==> src/rtl/fetch_pkg.sv <==
// ---------------------------------------------------------------------------
// fetch_pkg: shared state encoding, FIFO entry layout and fetch defaults.
// Revision: 1.0
// ---------------------------------------------------------------------------
`default_nettype none

package fetch_pkg;

  localparam int          INSTR_BYTES  = 4;
  localparam logic [31:0] DEF_RESET_PC = 32'd0;
  localparam logic [31:0] DEF_PC_LIMIT = 32'd20;

  typedef enum logic [1:0] {
    ST_IDLE  = 2'd0,
    ST_FETCH = 2'd1,
    ST_DONE  = 2'd2
  } state_t;

  typedef struct packed {
    logic [31:0] pc;
    logic [31:0] word;
  } entry_t;

endpackage

`default_nettype wire

==> src/rtl/fetch_fifo.sv <==
// ---------------------------------------------------------------------------
// fetch_fifo: 2-entry {pc, word} buffer with registered head and flush.
// Revision: 1.0
// ---------------------------------------------------------------------------
`default_nettype none

module fetch_fifo (
  input  logic        clk,
  input  logic        rst_n,
  input  logic        push,
  input  logic        pop,
  input  logic        flush,
  input  logic [63:0] din,
  output logic [1:0]  count,
  output logic [63:0] head
);

  logic [63:0] slot1;

  // The head only moves when a newer entry replaces it, so it holds its last
  // value once the buffer drains.
  always_ff @(posedge clk or negedge rst_n) begin
    if (!rst_n) begin
      count <= 2'd0;
      head  <= 64'd0;
      slot1 <= 64'd0;
    end else if (flush) begin
      count <= 2'd0;
    end else begin
      case ({push, pop})
        2'b10: begin
          if (count == 2'd0) head <= din;
          else               slot1 <= din;
          count <= count + 2'd1;
        end
        2'b01: begin
          if (count == 2'd2) head <= slot1;
          count <= count - 2'd1;
        end
        2'b11: begin
          if (count == 2'd2) begin
            head  <= slot1;
            slot1 <= din;
          end else begin
            head <= din;
          end
        end
        default: ;
      endcase
    end
  end

endmodule

`default_nettype wire

==> src/rtl/fetch_ctrl.sv <==
// ---------------------------------------------------------------------------
// fetch_ctrl: credit-throttled instruction fetch sequencer with redirect.
// Revision: 1.0
// ---------------------------------------------------------------------------
`default_nettype none

module fetch_ctrl
  import fetch_pkg::*;
#(
  parameter logic [31:0] RESET_PC  = DEF_RESET_PC,
  parameter logic [31:0] PC_LIMIT  = DEF_PC_LIMIT,
  parameter int          MEM_BYTES = 128
) (
  input  logic        clk,
  input  logic        rst_n,
  input  logic        start,
  output logic [31:0] imem_addr,
  input  logic [31:0] imem_data,
  input  logic        redirect_valid,
  input  logic [31:0] redirect_pc,
  output logic        instr_valid,
  output logic [31:0] instr,
  output logic [31:0] instr_pc,
  input  logic        instr_ready,
  output logic        busy,
  output logic        done,
  output logic        err
);

  localparam logic [31:0] MEM_LIMIT = 32'(MEM_BYTES);
  localparam logic [31:0] PC_STEP   = 32'(INSTR_BYTES);

  state_t      state, state_nx;
  logic [31:0] fetch_pc, fetch_pc_nx;
  logic [31:0] inflight_pc, inflight_pc_nx;
  logic        inflight, inflight_nx;
  logic        err_nx;

  logic [1:0]  count;
  logic [63:0] head;
  logic        pop, push, redir, issue, redir_bad;
  logic [2:0]  credits;
  logic [31:0] redir_aligned;
  entry_t      push_entry;

  assign pop           = instr_valid && instr_ready;
  assign redir         = (state == ST_FETCH) && redirect_valid;
  assign push          = inflight && !redir;
  // Slots committed after this edge: buffered words less the one leaving,
  // plus the word already on its way back from memory.
  assign credits       = {1'b0, count} + {2'b00, inflight} - {2'b00, pop};
  assign issue         = (state == ST_FETCH) && !redir && (fetch_pc < PC_LIMIT)
                         && (credits < 3'd2);
  assign redir_aligned = {redirect_pc[31:2], 2'b00};
  assign redir_bad     = (redirect_pc[1:0] != 2'b00) || (redir_aligned >= MEM_LIMIT);
  assign push_entry    = '{pc: inflight_pc, word: imem_data};

  fetch_fifo u_fifo (
    .clk   (clk),
    .rst_n (rst_n),
    .push  (push),
    .pop   (pop),
    .flush (redir),
    .din   (push_entry),
    .count (count),
    .head  (head)
  );

  always_comb begin
    state_nx       = state;
    fetch_pc_nx    = fetch_pc;
    inflight_nx    = 1'b0;
    inflight_pc_nx = inflight_pc;
    err_nx         = err;
    case (state)
      ST_IDLE: begin
        if (start) begin
          state_nx    = ST_FETCH;
          fetch_pc_nx = RESET_PC;
        end
      end
      ST_DONE: begin
        if (start) begin
          state_nx    = ST_FETCH;
          fetch_pc_nx = RESET_PC;
          err_nx      = 1'b0;
        end
      end
      ST_FETCH: begin
        if (redir) begin
          fetch_pc_nx = redir_aligned;
          if (redir_bad) err_nx = 1'b1;
        end else begin
          if (issue) begin
            inflight_nx    = 1'b1;
            inflight_pc_nx = fetch_pc;
            fetch_pc_nx    = fetch_pc + PC_STEP;
          end
          if ((fetch_pc >= PC_LIMIT) && !inflight && (count == 2'd0))
            state_nx = ST_DONE;
        end
      end
      default: state_nx = ST_IDLE;
    endcase
  end

  always_ff @(posedge clk or negedge rst_n) begin
    if (!rst_n) begin
      state       <= ST_IDLE;
      fetch_pc    <= RESET_PC;
      inflight    <= 1'b0;
      inflight_pc <= 32'd0;
      err         <= 1'b0;
    end else begin
      state       <= state_nx;
      fetch_pc    <= fetch_pc_nx;
      inflight    <= inflight_nx;
      inflight_pc <= inflight_pc_nx;
      err         <= err_nx;
    end
  end

  assign imem_addr   = fetch_pc;
  assign instr_valid = (count != 2'd0);
  assign instr       = head[31:0];
  assign instr_pc    = head[63:32];
  assign busy        = (state == ST_FETCH);
  assign done        = (state == ST_DONE);

endmodule

`default_nettype wire

==> config.mk <==
export PLATFORM = sky130hd
export DESIGN_NAME = fetch_ctrl
export DESIGN_NICKNAME = d
export VERILOG_FILES = /design/src/rtl/fetch_pkg.sv /design/src/rtl/fetch_fifo.sv /design/src/rtl/fetch_ctrl.sv
export SDC_FILE = /design/constraint.sdc
export NUM_CORES = 1
export LEC_CHECK = 0
export ABC_AREA = 1
export BUFFER_PORTS_ARGS = -buffer_cell sky130_fd_sc_hd__buf_2
export CAP_MARGIN = 25
export CORE_MARGIN = 3
export CORE_UTILIZATION = 55
export CTS_CLUSTER_DIAMETER = 80
export DETAILED_ROUTE_END_ITERATION = 8
export PLACE_DENSITY = 0.8
export SLEW_MARGIN = 5
export SYNTH_ARGS = -nofsm -noshare
export SYNTH_HDL_FRONTEND = slang
export SYNTH_SLANG_ARGS = --single-unit
==> constraint.sdc <==
create_clock -name clk -period 3.1 [get_ports clk]
set_input_delay 0.31 -clock clk [delete_from_list [all_inputs] [get_ports clk]]
set_output_delay 0.31 -clock clk [all_outputs]
set_load 0.05 [all_outputs]
* After elaboration in Yosys (flattened, before gate mapping)
Cells that the tools add are included. Widths: inputs -> output; s select.
Word-level totals: register bits after elaboration 198, input bits 69, output and inout bits 100, word-level logic and storage cells 86
Cells by class: $add $sub $neg 5, order comparisons 4, equal/unequal tests 17, muxes and demuxes 24, bitwise operators 1, reduce and logical (&&, ||, !) cells 27
Operators with widths (number):
- $mux 64 | 5
- $pmux 64 s3 | 1
- $pmux 64 s2 | 1
- $mux 32 | 3
- $pmux 32 s2 | 1
- $add 32x3->32 const B | 1
- $ge 32x5->1 const B | 1
- $ge 32x8->1 const B | 1
- $lt 32x5->1 const B | 1
- $ne 2x1->1 const B | 6
- $reduce_and 4->1 | 3
- $reduce_bool 2->1 | 5
- $reduce_and 3->1 | 3
- $eq 2x2->1 const B | 4
- $logic_and 1x1->1 | 8
- $mux 2 | 4
- $ne 2x2->1 const B | 4
- $pmux 2 s2 | 2
- $mux 1 | 6
- $reduce_bool 3->1 | 2
- $eq 2x1->1 const B | 2
- $logic_not 2->1 | 2
- $add 2x1->3 | 1
- $lt 3x2->1 const B | 1
- 9 further kinds | 10

* Longest topological paths before layout
Gate-level depths: netlist of the first run.
depth after elaboration 9, depth in mapped cells 18, depth with buffers taken out 16

* By module
A second synthesis of the first run with hierarchy kept.
Second synthesis, totals: cells, all modules 1060, area, all modules 8872.3 µm²
By module, submodules not included:
- fetch_fifo | times used 1, cells an instance 718, area each 5970.7 µm², sequential area each 3253.1 µm²
- fetch_ctrl | times used 1, cells an instance 342, area each 2901.5 µm², sequential area each 1601.5 µm²

* Least setup slack after synthesis of the first run
OpenSTA, ideal clock, no wires.
path type reg2reg, from register u_fifo.count[1], to register fetch_pc[2], in the netlist imem_addr[2], setup time 0.120 ns, data arrival time 3.085 ns, required time 2.980 ns, path slack -0.105 ns, cell stages (with the launch flop) 18, buffers on the path 2, clock period less this slack 3.205 ns, cells stage by stage dfrtp_1 -> inv_1 -> nand2_1 -> nand2_1 -> inv_2 -> buf_2 -> ha_1 -> inv_1 -> nand2_1 -> fa_1 -> nand2_1 -> nor3_2 -> nand3_2 -> nand2_2 -> nand2_1 -> buf_2 -> nand2_1 -> nand2_1
Between the ends: word-level cells in the longest chain between the ends 7, elaborated cells between the ends (all ways) 8, classes of those cells add/sub (2); order compare (1); eq/ne (1); reduce/logical (4)
RTL lines:
- from (decl) | line fetch_fifo.sv:14 | output logic [1:0] count,
- from (signal assigned) | line fetch_fifo.sv:34 | count <= count + 2'd1;
- from (signal assigned) | line fetch_fifo.sv:38 | count <= count - 2'd1;
- $reduce_bool 2->1 | line fetch_ctrl.sv:124 | assign instr_valid = (count != 2'd0);
- via instr_valid | line fetch_ctrl.sv:21 | output logic instr_valid,
- $logic_and 1x1->1 | line fetch_ctrl.sv:46 | assign pop = instr_valid && instr_ready;
- $sub 3x1->3 | line fetch_ctrl.sv:51 | assign credits = {1'b0, count} + {2'b00, inflight} - {2'b00, pop};
- $lt 3x2->1 | line fetch_ctrl.sv:53 | && (credits < 3'd2);
- $logic_and 1x1->1 | line fetch_ctrl.sv:53
- $ne 3x1->1 (no source line)
- $reduce_and 3->1 (no source line)
- to (signal assigned) | line fetch_ctrl.sv:116 | fetch_pc <= fetch_pc_nx;
- to (decl) | line fetch_ctrl.sv:34 | logic [31:0] fetch_pc, fetch_pc_nx;
The timed path passes the listed nets, and every way through them passes these cells. A chain may end at the register's enable or synchronous reset.

* Worst setup path after layout of the first run
from register u_fifo.count[1], to register fetch_pc[5], in the netlist imem_addr[5]
Between the ends: word-level cells in the longest chain between the ends 7, elaborated cells between the ends (all ways) 8, classes of those cells add/sub (2); order compare (1); eq/ne (1); reduce/logical (4)
RTL lines (line):
- parallel branches: the longest is 2 deep, another holds $add 2x1->3
- $sub 3x1->3 (*) | fetch_ctrl.sv:51
- $lt 3x2->1 (*) | fetch_ctrl.sv:53
- $logic_and 1x1->1 (*) | fetch_ctrl.sv:53
- $ne 3x1->1 (no source line) (*)
- $reduce_and 3->1 (no source line) (*)
Mark *: on every way between the ends.

==> metrics.cfg, run 1 <==
[final_layout]
diodes=0
final_net_count=1305
multi_input_area_um2=3300
n_fill_cell=1305
layout_commonest_cell=nand2_1
regArea_um2=4750
drive_above_1_share=0.183
layout_common_cells=563 x nand2_1, 190 x dfrtp_1, 163 x buf_2, 130 x nand3_1, 56 x inv_1
area_delta_synth_final_pct=18.2

[sta]
hold_violations=0
clock_skew_ns=0.0109
holdWs_ns=0.0619
maxSlewHeadroom=0.501
tns_ns=0
finalSetupViolCount=0
rsz0062_at_grt=no
setup_slack_ns=0.344
post-route-min-period_ns=2.76
slew_viol_final=0
tightest_slew_ns=0.748
fmax_mhz=363
min_period_over_period=0.889

[die]
rows=45
initial_core_util=0.563
die_h_um=131
ios=169
design.core.area_um2=15300
die_w_um=131
die_area_um2=17200

[placement]
dpl.hpwl_um=12400
io_buffers=164
place_ws_ns=0.354
globalplace.congestion=0.837

[pwr]
vdd_drop_max_uv=639
totalPowerFinal_w=0.00872
p_leak_nw=6.17
power.density_nw_per_um2=859

[job]
max_cap_viol_count=0

[routing]
drt-initial-drc-count=624
routed_wirelength_um=19900
wl_per_cell_um=13.7
viasPerCell=5.06
first_pass_iters=5
drc=0
antenna_left=0
num_vias=7366

[critical_path]
path_class=reg2reg
reg2reg_slack_ns=0.34
worstReg2RegStart=u_fifo.count[1]
setup.worst_path.end=imem_addr[5]
cp_max_fo=29
arrival_ns=3.07
r2r_cells=16
crit_path_end_kind=flop
r2r-end=imem_addr[5]
crit_path_start_kind=flop
critPathLaunch=u_fifo.count[1]
required_ns=3.41

[clock_tree]
cts_tree=built
cts-root-buf=clkbuf_16
clkSinkCount=190
clock_path_buffers=2
cts_resized=0
clk_latency_ns=0.43
clk_pin_slew_ns=0.06
htreeDepth=4
cts_inserted_buffers=17
cts_setup_buffers=0

[synthesis]
synth.area.mux_share=0
ys_seq_area_frac=0.553
avgSynthCellArea_um2=7.87
synth_cell_type_count=31
synthXorXnorAreaFrac=0.00306
yosys.area_share.simple=0.354
yosys.area.top_type=dfrtp_1
synth_fa_ha_area_frac=0.00816
ys_ff_latch=190
synthTopCellsByArea=dfrtp_1 55%, nand2_1 25%, nand3_1 7.6%
syn_area_um2=8590
netlist.area_leader.share=0.553
synth-compound-area-share=0.0165
synth_top_family_by_area=simple AND/OR/NAND/NOR gates
yosys_warnings=0
netlist_instances=1092

[outcome]
outcome=finished clean

[global_routing]
antenna_found_initial=0
grtUsageTotal=0.240
first_global_vias=7097
grt_max_degree=80
grt_first_pass_wirelength_um=33000
grt-ovfl-total=0

[min_path]
hp-class=in2reg

critical path, stage by stage (launching register included):
cell and delay, ns:
dfrtp_1 0.44, inv_1 0.15, nand2_2 0.10, nand2_1 0.12, inv_2 0.05, ha_1 0.26
inv_1 0.05, nand2_1 0.06, fa_1 0.50, nand2_1 0.06, nor3_2 0.16, nand3_2 0.10
nand2_2 0.12, nand2_1 0.08, buf_4 0.24, nand2_1 0.09, nand2_1 0.06
registers in the layout, indices dropped and copies added, names as in the netlist:
name          flops
u_fifo.head      62
u_fifo.slot1     62
imem_addr        30
inflight_pc      30
state             2
u_fifo.count      2
err               1
inflight          1
cell type report:
cell class | count | area share
Sequential cell | 190 | 0.468
Multi-Input combinational cell | 782 | 0.325
Timing Repair Buffer | 179 | 0.0968
Clock buffer | 22 | 0.0487
Tap cell | 211 | 0.0260
Inverter | 61 | 0.0226
Clock inverter | 10 | 0.0129
logic make-up after synthesis:
family	Yosys count
buffers and inverters	123
other	1
AOI/OAI and AO/OA	23
adders and majority gates	5
and+or+nand+nor	747
xor gates and xnor gates	3
DFF	190
power by group:
| part | internal (W) | total [W] | switching (W) |
|---|---|---|---|
| Combinational | 0.000744 | 0.00331 | 0.00257 |
| Sequential | 0.00288 | 0.00314 | 0.000269 |
| Clock | 0.00137 | 0.00227 | 0.000894 |
cell usage after synthesis, drive strengths merged:
cell / n
xnor2: 2
dfrtp: 190
conb: 1
nand2: 571
o21ai: 11
clkbuf: 11
ha: 4
nand3: 132
and2: 2
xor2: 1
nand4: 4
nor2: 35
nor3: 3
a22o: 1
o22ai: 1
inv: 61
o31ai: 1
a21oi: 7
fa: 1
buf: 51
o211ai: 2
worst min-delay path by stage:
stage,from,to,cells after the start
final,start,state[1],2
after global routing,start,state[1],2
after CTS,start,state[1],2
after detailed placement,rst_n,u_fifo.head[28],1
after global placement,rst_n,u_fifo.head[28],1
after floorplan,rst_n,err,0
stage by stage:
stage          utilization  cells  instance area [µm²]
6_report             0.665   1455                10200
5_1_grt              0.665   1455                10200
4_1_cts              0.665   1455                10200
3_5_place_dp         0.624   1422                 9520
3_3_place_gp         0.624   1422                 9520
2_1_floorplan            -   1095                 8600
routing by layer:
metal | GRT usage | wire length, µm | vias to the layer above
met5 | 0 | 0 | -
met4 | 0.103 | 440 | 0
met3 | 0.0402 | 1160 | 32
met2 | 0.390 | 9540 | 250
met1 | 0.321 | 8780 | 3445
li1 | - | - | 3639
what timing repair did:
action	CTS	global route
setup endpoints to repair	0	0
hold buffers	1	0
endpoints found under the hold margin	73	0
(Power assumes the default switching activity.)
==> inputs of run 2 (changes only) <==
- CELL_PAD_IN_SITES_DETAIL_PLACEMENT: not set -> 1
- CELL_PAD_IN_SITES_GLOBAL_PLACEMENT: not set -> 2
- CORE_UTILIZATION: 55 -> 32
- GPL_ROUTABILITY_DRIVEN: not set -> 0
- PLACE_DENSITY: 0.8 -> not set
- PLACE_DENSITY_LB_ADDON: not set -> 0.1
==> run 2 against run 1 <==
Clock skew grew 0.0069 ns. Sequential cell count is the same. Utilization shrank 27 points. Critical endpoint is now imem_addr[23]. Total power shrank 1.0%. Count of clock-buffer cells in the layout shrank 3. Highest routed layer unchanged.
==> metrics.cfg, run 2 (synthesis gave the netlist of run 1 again) <==
[pwr]
seq_power_share=0.363
clkPwrFrac=0.246
power.share.combinational=0.391
p_sw_w=0.00393
p_leak_nw=6.13
vdd_drop_max_uv=334
internal_power_w=0.00470
p_sw_frac=0.456
power.density_nw_per_um2=843

[critical_path]
worst_path_dominant_cell_family=simple AND/OR/NAND/NOR gates
max_stage_delay_ns=0.49
required_ns=3.42
crit_path_end_kind=flop
cp_max_fo=30
cpMaxStageDelayCell=fa_1
arrival_ns=3.06
path_common_cell=nand2_1
crit_path_start_kind=flop
path_class=reg2reg
cp_cell_sequence=inv_1 > nand2_2 > nand2_1 > inv_2 > ha_1 > inv_1 > nand2_1 > fa_1 > nand2_1 > nor3_2 > nand3_2 > nand2_2 > nand2_1 > buf_4 > nand2_1 > nand2_1
crit_buf_inv=4

[min_path]
hp-class=in2reg

[die]
die_w_um=170
initial_core_util=0.328
die_h_um=170
die_area_um2=28800
design.core.area_um2=26200
rows=59
ios=169

[final_layout]
final_util=0.391
area_delta_synth_final_pct=19.3
diodes=0
layout_common_cells=563 x nand2_1, 190 x dfrtp_1, 163 x buf_2, 130 x nand3_1, 56 x inv_1
drive_above_1_share=0.185
layout_commonest_cell=nand2_1
largestRegisters=u_fifo.head: 62 flops, u_fifo.slot1: 62 flops
final_net_count=1308

[clock_tree]
cts-root-buf=clkbuf_16
cts_resized=0
clk_latency_ns=0.43
clk_pin_slew_ns=0.07
cts_tree=built
clkSinkCount=190
cts_setup_buffers=0
htreeDepth=4
clock_path_buffers=2
cts_inserted_buffers=17

[sta]
tns_ns=0
rsz0062_at_grt=no
fmax_mhz=364
slew_viol_final=0
min_period_over_period=0.885
maxSlewHeadroom=0.433
finalSetupViolCount=0
post-route-min-period_ns=2.75
clock_skew_ns=0.0178
hold_violations=0
tightest_slew_ns=0.851

[job]
max_cap_viol_count=0

[global_routing]
grt_first_pass_wirelength_um=41800
antenna_found_initial=0
first_global_vias=7938
grtUsageTotal=0.181
grt-ovfl-total=0
grt_max_degree=77

[routing]
first_pass_iters=4
wl_per_cell_um=15.8
routed_wirelength_um=25000
drc=0
drt-initial-drc-count=368
antenna_left=0
viasPerCell=4.67
num_vias=7378

[placement]
dpl.hpwl_um=15400
io_buffers=164

[outcome]
outcome=finished clean

-- run 2: worst paths after layout --
path | start | to | slack, ns | cells past startpoint
setup / recovery | u_fifo.count[1] | imem_addr[23] | 0.35 | 16
hold / removal | start | state[1] | 0.06 | 2
setup reg to reg | u_fifo.count[1] | imem_addr[23] | 0.35 | 16
hold reg to reg | inflight_pc[29] | inflight_pc[29] | 0.47 | 2
max in group asynchronous | rst_n | inflight_pc[3] | 1.78 | 3
min in group asynchronous | rst_n | u_fifo.head[25] | 0.48 | 2
-- run 2: timing repair --
action,CTS,global route
endpoints found under the hold margin,72,0
hold buffers,1,0
setup endpoints to repair,0,0
-- run 2: worst reg2reg max path, stage by stage, from the launching register on --
cell,delay (ns)
dfrtp_1,0.44
inv_1,0.16
nand2_2,0.11
nand2_1,0.13
inv_2,0.05
ha_1,0.26
inv_1,0.05
nand2_1,0.06
fa_1,0.49
nand2_1,0.06
nor3_2,0.17
nand3_2,0.10
nand2_2,0.11
nand2_1,0.06
buf_4,0.24
nand2_1,0.10
nand2_1,0.06
-- run 2: cell type report --
| class | instances | area (µm²) |
|---|---|---|
| clock buffers | 19 | 453 |
| clock inverters | 12 | 104 |
| fillers | 3248 | 16000 |
| inverters | 61 | 229 |
| multi-input cells | 782 | 3300 |
| flip-flops and latches | 190 | 4750 |
| well taps | 335 | 419 |
| repair buffers | 182 | 992 |
-- run 2: metrics by stage --
step           cell area [µm²]  instances  hold WS (ns)  total power (W)  setup slack [ns]
2_1_floorplan             8600       1095        0.0144          0.00567             0.104
3_3_place_gp              9680       1549         0.417          0.00658             0.425
3_5_place_dp              9680       1549         0.415          0.00662             0.328
4_1_cts                  10200       1581        0.0489          0.00879             0.313
5_1_grt                  10200       1581        0.0586          0.00921            0.0905
6_report                 10200       1581        0.0649          0.00864             0.355
-- run 2: power groups by stage --
stage	sequential, W	clock [W]	combinational [W]
after floorplan	0.00441	0	0.00126
after global placement	0.00318	0	0.00341
after detailed placement	0.00319	0	0.00343
final	0.00314	0.00213	0.00337
after CTS	0.00315	0.00221	0.00344
after global routing	0.00320	0.00230	0.00370
-- run 2: per-layer routing --
layer / global-route usage / vias up / wire length [µm]
met5: 0 / - / 0
met4: 0.0377 / 0 / 157
met3: 0.0430 / 9 / 1220
met2: 0.302 / 135 / 11700
met1: 0.241 / 3591 / 11900
li1: - / 3643 / -
